$ cat src/rtl/matmul_pkg.sv
// Shared constants for the matmul APB front-end: bus geometry, region map,
// control-field layout and the APB FSM state type.
package matmul_pkg;

  localparam int unsigned DATA_WIDTH  = 8;
  localparam int unsigned BUS_WIDTH   = 32;
  localparam int unsigned MAX_DIM     = BUS_WIDTH / DATA_WIDTH;
  localparam int unsigned ADDR_WIDTH  = 16;
  localparam int unsigned SP_NTARGETS = 4;

  localparam logic [4:0] REG_CONTROL   = 5'h00;
  localparam logic [4:0] REG_OPERAND_A = 5'h04;
  localparam logic [4:0] REG_OPERAND_B = 5'h08;
  localparam logic [4:0] REG_FLAGS     = 5'h0C;
  localparam logic [4:0] REG_SP0       = 5'h10;
  localparam logic [4:0] REG_SP1       = 5'h14;
  localparam logic [4:0] REG_SP2       = 5'h18;
  localparam logic [4:0] REG_SP3       = 5'h1C;

  // bit0 is the self-clearing start request; mode/target/n/k/m live in [13:1]
  localparam int unsigned CTRL_WIDTH     = 16;
  localparam int unsigned CTRL_START_BIT = 0;
  localparam int unsigned CTRL_FIELD_LSB = 1;
  localparam int unsigned CTRL_FIELD_MSB = 13;
  localparam logic [CTRL_WIDTH-1:0] CTRL_STORE_MASK =
    ((16'h1 << (CTRL_FIELD_MSB + 1)) - 16'h1) & ~((16'h1 << CTRL_FIELD_LSB) - 16'h1);

  typedef enum logic [1:0] {
    ST_IDLE,
    ST_ACCESS,
    ST_SP_WAIT
  } apb_state_t;

endpackage

$ cat src/rtl/matmul_apb_regbank.sv
// Byte-strobed MAX_DIM x BUS_WIDTH register array holding one operand matrix,
// exposed both as a flat vector and as a single selected row.
module matmul_apb_regbank #(
  parameter int unsigned DATA_WIDTH = 8,
  parameter int unsigned BUS_WIDTH  = 32,
  parameter int unsigned MAX_DIM    = 4
) (
  input  logic                         clk_i,
  input  logic                         rst_i,
  input  logic                         we_i,
  input  logic [$clog2(MAX_DIM)-1:0]   line_i,
  input  logic [BUS_WIDTH/DATA_WIDTH-1:0] strb_i,
  input  logic [BUS_WIDTH-1:0]         wdata_i,
  output logic [BUS_WIDTH-1:0]         rdata_o,
  output logic [BUS_WIDTH*MAX_DIM-1:0] flat_o
);

  localparam int unsigned ROW_W  = $clog2(MAX_DIM);
  localparam int unsigned NLANES = BUS_WIDTH / DATA_WIDTH;

  logic [BUS_WIDTH-1:0] row [MAX_DIM];

  for (genvar r = 0; r < MAX_DIM; r++) begin : g_row
    for (genvar b = 0; b < NLANES; b++) begin : g_lane
      logic [DATA_WIDTH-1:0] lane_q;
      always_ff @(posedge clk_i or posedge rst_i) begin
        if (rst_i) begin
          lane_q <= '0;
        end else if (we_i && strb_i[b] && (line_i == ROW_W'(r))) begin
          lane_q <= wdata_i[b*DATA_WIDTH +: DATA_WIDTH];
        end
      end
      assign flat_o[r*BUS_WIDTH + b*DATA_WIDTH +: DATA_WIDTH] = lane_q;
    end
    assign row[r] = flat_o[r*BUS_WIDTH +: BUS_WIDTH];
  end

  assign rdata_o = row[line_i];

endmodule

$ cat src/rtl/matmul_apb_slave.sv
// APB3 slave front-end of the matmul accelerator: operand/control registers,
// start pulse and one-wait-state scratchpad reads.
// Define MATMUL_APB_ERR_EN to drive pslverr_o; otherwise errors are silent.
module matmul_apb_slave
  import matmul_pkg::*;
#(
  parameter int unsigned DATA_WIDTH  = matmul_pkg::DATA_WIDTH,
  parameter int unsigned BUS_WIDTH   = matmul_pkg::BUS_WIDTH,
  parameter int unsigned MAX_DIM     = BUS_WIDTH / DATA_WIDTH,
  parameter int unsigned ADDR_WIDTH  = matmul_pkg::ADDR_WIDTH,
  parameter int unsigned SP_NTARGETS = matmul_pkg::SP_NTARGETS
) (
  input  logic                               clk_i,
  input  logic                               rst_i,
  input  logic                               psel_i,
  input  logic                               penable_i,
  input  logic                               pwrite_i,
  input  logic [MAX_DIM-1:0]                 pstrb_i,
  input  logic [ADDR_WIDTH-1:0]              paddr_i,
  input  logic [BUS_WIDTH-1:0]               pwdata_i,
  output logic [BUS_WIDTH-1:0]               prdata_o,
  output logic                               pready_o,
  output logic                               pslverr_o,
  output logic [BUS_WIDTH*MAX_DIM-1:0]       a_rows_o,
  output logic [BUS_WIDTH*MAX_DIM-1:0]       b_cols_o,
  output logic [15:0]                        control_o,
  output logic                               start_o,
  input  logic                               busy_i,
  input  logic [MAX_DIM*MAX_DIM-1:0]         flags_i,
  output logic                               sp_rd_en_o,
  output logic [$clog2(SP_NTARGETS)-1:0]     sp_rd_sel_o,
  output logic [2*$clog2(MAX_DIM)-1:0]       sp_rd_addr_o,
  input  logic [BUS_WIDTH-1:0]               sp_rd_data_i
);

  localparam int unsigned LINE_W = ADDR_WIDTH - 5;
  localparam int unsigned ROW_W  = $clog2(MAX_DIM);
  localparam int unsigned SPA_W  = 2 * ROW_W;
  localparam int unsigned SEL_W  = $clog2(SP_NTARGETS);
  localparam logic [LINE_W-1:0] OP_LINES = LINE_W'(MAX_DIM);
  localparam logic [LINE_W-1:0] SP_LINES = LINE_W'(MAX_DIM * MAX_DIM);

  apb_state_t state_q, state_d;
  logic [15:0] ctrl_q, ctrl_d;
  logic        start_q, start_d;

  logic [4:0]        region;
  logic [LINE_W-1:0] line;
  logic is_ctrl, is_a, is_b, is_flags, is_sp, line_ok, err;
  logic wr_a, wr_b, wr_ctrl;
  logic [BUS_WIDTH-1:0] a_rd, b_rd, rd_mux;

  assign region   = paddr_i[4:0];
  assign line     = paddr_i[ADDR_WIDTH-1:5];
  assign is_ctrl  = (region == REG_CONTROL);
  assign is_a     = (region == REG_OPERAND_A);
  assign is_b     = (region == REG_OPERAND_B);
  assign is_flags = (region == REG_FLAGS);
  assign is_sp    = (region == REG_SP0) || (region == REG_SP1) ||
                    (region == REG_SP2) || (region == REG_SP3);

  always_comb begin
    line_ok = 1'b1;
    if (is_a || is_b) begin
      line_ok = (line < OP_LINES);
    end else if (is_sp) begin
      line_ok = (line < SP_LINES);
    end
  end

  // busy_i is sampled in the ACCESS cycle itself, so a start write racing a
  // rising busy is rejected
  assign err = !(is_ctrl || is_a || is_b || is_flags || is_sp) || !line_ok ||
               (pwrite_i && (is_flags || is_sp)) ||
               (pwrite_i && busy_i && (is_ctrl || is_a || is_b));

  always_comb begin
    rd_mux = '0;
    if (is_ctrl) begin
      rd_mux = BUS_WIDTH'(ctrl_q);
    end else if (is_a) begin
      rd_mux = a_rd;
    end else if (is_b) begin
      rd_mux = b_rd;
    end else if (is_flags) begin
      rd_mux = BUS_WIDTH'(flags_i);
    end
  end

  always_comb begin
    state_d    = state_q;
    pready_o   = 1'b0;
    pslverr_o  = 1'b0;
    prdata_o   = '0;
    sp_rd_en_o = 1'b0;
    wr_a       = 1'b0;
    wr_b       = 1'b0;
    wr_ctrl    = 1'b0;
    unique case (state_q)
      ST_IDLE: begin
        if (psel_i && !penable_i) state_d = ST_ACCESS;
      end
      ST_ACCESS: begin
        state_d = ST_IDLE;
        if (psel_i) begin
          if (is_sp && !pwrite_i && !err) begin
            sp_rd_en_o = 1'b1;
            state_d    = ST_SP_WAIT;
          end else begin
            pready_o = 1'b1;
`ifdef MATMUL_APB_ERR_EN
            pslverr_o = err;
`endif
            if (!err) begin
              if (pwrite_i) begin
                wr_ctrl = is_ctrl;
                wr_a    = is_a;
                wr_b    = is_b;
              end else begin
                prdata_o = rd_mux;
              end
            end
          end
        end
      end
      ST_SP_WAIT: begin
        state_d = ST_IDLE;
        if (psel_i) begin
          pready_o = 1'b1;
          prdata_o = sp_rd_data_i;
        end
      end
      default: state_d = ST_IDLE;
    endcase
  end

  always_comb begin
    ctrl_d = ctrl_q;
    if (wr_ctrl) begin
      if (pstrb_i[0]) ctrl_d[7:0]  = pwdata_i[7:0];
      if (pstrb_i[1]) ctrl_d[15:8] = pwdata_i[15:8];
      ctrl_d = ctrl_d & CTRL_STORE_MASK;
    end
    start_d = wr_ctrl && pstrb_i[0] && pwdata_i[CTRL_START_BIT];
  end

  always_ff @(posedge clk_i or posedge rst_i) begin
    if (rst_i) begin
      state_q <= ST_IDLE;
      ctrl_q  <= '0;
      start_q <= 1'b0;
    end else begin
      state_q <= state_d;
      ctrl_q  <= ctrl_d;
      start_q <= start_d;
    end
  end

  assign control_o    = ctrl_q;
  assign start_o      = start_q;
  assign sp_rd_sel_o  = paddr_i[2 +: SEL_W];
  assign sp_rd_addr_o = line[SPA_W-1:0];

  matmul_apb_regbank #(
    .DATA_WIDTH(DATA_WIDTH),
    .BUS_WIDTH (BUS_WIDTH),
    .MAX_DIM   (MAX_DIM)
  ) u_bank_a (
    .clk_i  (clk_i),
    .rst_i  (rst_i),
    .we_i   (wr_a),
    .line_i (line[ROW_W-1:0]),
    .strb_i (pstrb_i),
    .wdata_i(pwdata_i),
    .rdata_o(a_rd),
    .flat_o (a_rows_o)
  );

  matmul_apb_regbank #(
    .DATA_WIDTH(DATA_WIDTH),
    .BUS_WIDTH (BUS_WIDTH),
    .MAX_DIM   (MAX_DIM)
  ) u_bank_b (
    .clk_i  (clk_i),
    .rst_i  (rst_i),
    .we_i   (wr_b),
    .line_i (line[ROW_W-1:0]),
    .strb_i (pstrb_i),
    .wdata_i(pwdata_i),
    .rdata_o(b_rd),
    .flat_o (b_cols_o)
  );

endmodule

$ cat config.mk
export PLATFORM = sky130hd
export DESIGN_NAME = matmul_apb_slave
export DESIGN_NICKNAME = d
export VERILOG_FILES = /design/src/rtl/matmul_pkg.sv /design/src/rtl/matmul_apb_regbank.sv /design/src/rtl/matmul_apb_slave.sv
export SDC_FILE = /design/constraint.sdc
export NUM_CORES = 1
export LEC_CHECK = 0
export ABC_AREA = 1
export CORE_ASPECT_RATIO = 1.5
export CORE_UTILIZATION = 39
export CTS_BUF_LIST = sky130_fd_sc_hd__clkbuf_4 sky130_fd_sc_hd__clkbuf_8
export CTS_CLUSTER_DIAMETER = 150
export DETAILED_ROUTE_END_ITERATION = 8
export MAX_ROUTING_LAYER = met4
export PLACE_DENSITY = 0.74
export SYNTH_ARGS = -nofsm -noshare
export SYNTH_HDL_FRONTEND = slang
export SYNTH_HIERARCHICAL = 1
export SYNTH_SLANG_ARGS = --single-unit
$ cat constraint.sdc
create_clock -name clk_i -period 10.7 [get_ports clk_i]
set_clock_uncertainty 0.15 [all_clocks]
set_input_delay 3.21 -clock clk_i [delete_from_list [all_inputs] [get_ports clk_i]]
set_output_delay 3.21 -clock clk_i [all_outputs]
set_load 0.01 [all_outputs]
==> impl_results.md <==
* CTS max path bufs at 3
* Final WS setup at 0.9758 ns
* Final Slew Violations at 0
* Final setup vio count at 0
* CP max stage delay at 0.64 ns
* CTS tree: yes
* CP arrival at 6.36 ns
* FMAX at 102.8 MHz
* Mapped Area at 14,890 um^2
* Top-area cell type share of the netlist area at approximately 46%
* Syn_area_per_cell at around 6.8 um^2
* Placer Congestion at about 1
* Die area at ~39,000 um^2
* Pre-antenna DRT Iters at 6
* Worst skew pair latency at approximately 0.56 ns
* CP required at roughly 7.3 ns
* Die Wd at 161.6 um
* Synthesized instance count at ~2,200
* Sequential share of the synthesized area at 45.71%
* Outcome: complete, no violations
* Critical path class: in -> out
* PD cells at approximately 110 nW/um^2
* R2r startpoint: state_q[1]
* # hold bufs at CTS at 0
* Worst Reg-to-Reg Cells at 14
* Initial DRC Count at 1,832
* I/O pins at between 400 and 500
* Area delta synth->final at 35.17%
* H-tree levels at 2
* Via density per instance at around 5.5
* Final cycle utilization of the critical path at 90.88%
* R2R Setup Slk at ~6 ns
* Fin. Hold Viols at 0
* Fraction of layout cells with a size suffix above 1 at under 10%
* Unique masters post-synth at 26
* Worst slew pin tran at between 1 and 1.5 ns
* Crit path time final at roughly 9.7 ns
* First-pass GRT wire length at 99,000 um
* Synth Register Bits at 272
* Resize count post-CTS at 0
* DPL Wire Length at 49,030 um
* TNS Setup at 0 ns
* Row Count at 87
* Number of synthesized flops with an enable pin at 0
* Routed vias at 16,883
* CP Cell Sequence: clkdlybuf4s50_1, nor2_4, buf_4, nand4_1, a21oi_1, nand4_1, a21oi_1, clkdlybuf4s50_1
* Initial antenna violation count at 1
* Port bufs at approximately 420
* Count leader, synth: nand2_1
* FFs w/ async S/R, synth at 100.0%
* Num Clock Sinks at ~270
* GRT overflow at 0
* Fin nets at 2,657
* ANT nets after route at 0
* Clock-pin slew on the worst setup and hold paths at 0.06 ns
* Setup Slack @ Placement at about 1 ns
* Maximum vdd drop at 0.07480 mV
* Reg-to-reg critical path endpoint: u_bank_b/g_row[3].g_lane[2].lane_q[3]
* Vert. Die Dim at around 240 um
* Number of max-cap violations at 0
* Max_slew headroom at a little under a quarter
* Avg WL per Cell at 22.24 um
* CP max FO at 63
* Number of global-route vias before repair at 15,760
* CP Launch Type: primary input
* Syn. warnings at 6
* Area contributors post-synth: dfrtp_1, nand2_1, nand3_1
* Type of destination of the critical path: output port
* Core Area at roughly 38,000 um^2
* Hold Crit Class: reg -> reg
* Post-synth top cells: nand2_1, dfrtp_1, nand3_1, nand4_1, buf_2
* Largest area contributor in the netlist: dfrtp_1
* Critical Path End: prdata_o[18]
* Initial Util at 39.54%
* Total GRT Usage at a little over a third
* Largest net degree at the start of global routing at between 70 and 80
* Postcts setup bufs at 0
* DRC viols at 0
* Root Driver: clkbuf_8
* Worst Setup SP: paddr_i[1]
* Max stage delay cell, worst path: buf_4
* Total CTS buffers at 43
* Final WL at approximately 68,000 um
* Top FF cell, synth: dfrtp_1
* Leakage at approximately 10 nW
* RSZ-0062 raised after global routing: false
[cell usage in the layout (no fill, tap or decap), types with 14 or more instances in the layout]
cell type,n
nor2_1,42
a21oi_1,49
nand4_1,126
clkdlybuf4s50_1,412
buf_4,26
nand2_1,1299
dfrtp_1,272
nand3_1,200
inv_2,14
clkbuf_8,57
inv_1,21
[where the power goes]
part           total (W)  internal (W)  switching, W
clock network   0.000953      0.000532      0.000420
logic           0.000268     0.0000653      0.000203
registers        0.00104       0.00103    0.00000490
total            0.00226       0.00163      0.000628
[logic make-up (layout without fill, tap and decap cells)]
family / after synthesis / in the layout / share of synthesized area (%)
AO/OA/AOI/OAI: 65 / 65 / 2.227
other: 1 / 5 / 0.02518
flip-flops: 272 / 272 / 45.71
AND/OR/NAND/NOR: 1682 / 1682 / 46.58
buffers and inverters: 174 / 547 / 5.209
adder cells (fa/ha/maj): 3 / 3 / 0.2521
[sequential cells by signal, indices dropped and copies added (netlist names)]
register,count
u_bank_b/g_row.g_lane.lane_q,128
start_o,1
u_bank_a/g_row.g_lane.lane_q,128
control_o,13
state_q,2
[worst max-delay path, delay by kind of cell]
| kind | cells | cell delay (ns) |
|---|---|---|
| AOI/OAI and AO/OA | 2 | 0.66 |
| buffers and inverters | 3 | 1.63 |
| and+or+nand+nor | 3 | 0.83 |
[layout make-up]
type | instances | area, um^2
fillers | 3664 | 17530
multi-input cells | 1754 | 7333
diodes | 1 | 2.502
clock buffers | 68 | 867.1
inverters | 37 | 143.9
clock inverters | 2 | 35.03
flip-flops and latches | 272 | 6807
repair buffers | 440 | 4329
well taps | 489 | 611.8
[per-layer routing]
layer | vias to the layer above | global-route usage, % | share of wire [%]
li1 | 7707 | - | -
met1 | 7871 | 38.66 | 35
met2 | 1071 | 58.01 | 48
met3 | 234 | 4.503 | 7.8
met4 | 0 | 27.67 | 8.9
met5 | - | - | 0
[how the worst min path moves through the flow]
stage / startpoint / to / slack (ns) / cells after the start
4_1_cts: u_bank_a/g_row[2].g_lane[0].lane_q[0] / u_bank_a/g_row[2].g_lane[0].lane_q[0] / 0.35 / 2
2_1_floorplan: u_bank_a/g_row[1].g_lane[0].lane_q[0] / u_bank_a/g_row[1].g_lane[0].lane_q[0] / 0.38 / 2
3_3_place_gp: u_bank_a/g_row[2].g_lane[3].lane_q[6] / u_bank_a/g_row[2].g_lane[3].lane_q[6] / 0.33 / 2
6_report: u_bank_a/g_row[2].g_lane[2].lane_q[2] / u_bank_a/g_row[2].g_lane[2].lane_q[2] / 0.34 / 2
5_1_grt: u_bank_b/g_row[1].g_lane[1].lane_q[2] / u_bank_b/g_row[1].g_lane[1].lane_q[2] / 0.37 / 2
3_5_place_dp: u_bank_a/g_row[2].g_lane[0].lane_q[0] / u_bank_a/g_row[2].g_lane[0].lane_q[0] / 0.33 / 2
[per-stage QoR]
step	utilization, %	total power (W)	instances	hold WS [ns]	cell area (um^2)
2_1_floorplan	-	0.001182	2200	0.3766	14900
3_3_place_gp	51.04	0.001318	2992	0.3288	19220
3_5_place_dp	51.04	0.001321	2992	0.3303	19220
4_1_cts	53.44	0.002268	3062	0.3454	20130
5_1_grt	53.45	0.002328	3063	0.3717	20130
6_report	53.45	0.002260	3063	0.3443	20130
No activity file was read; power rests on OpenSTA's default activity.
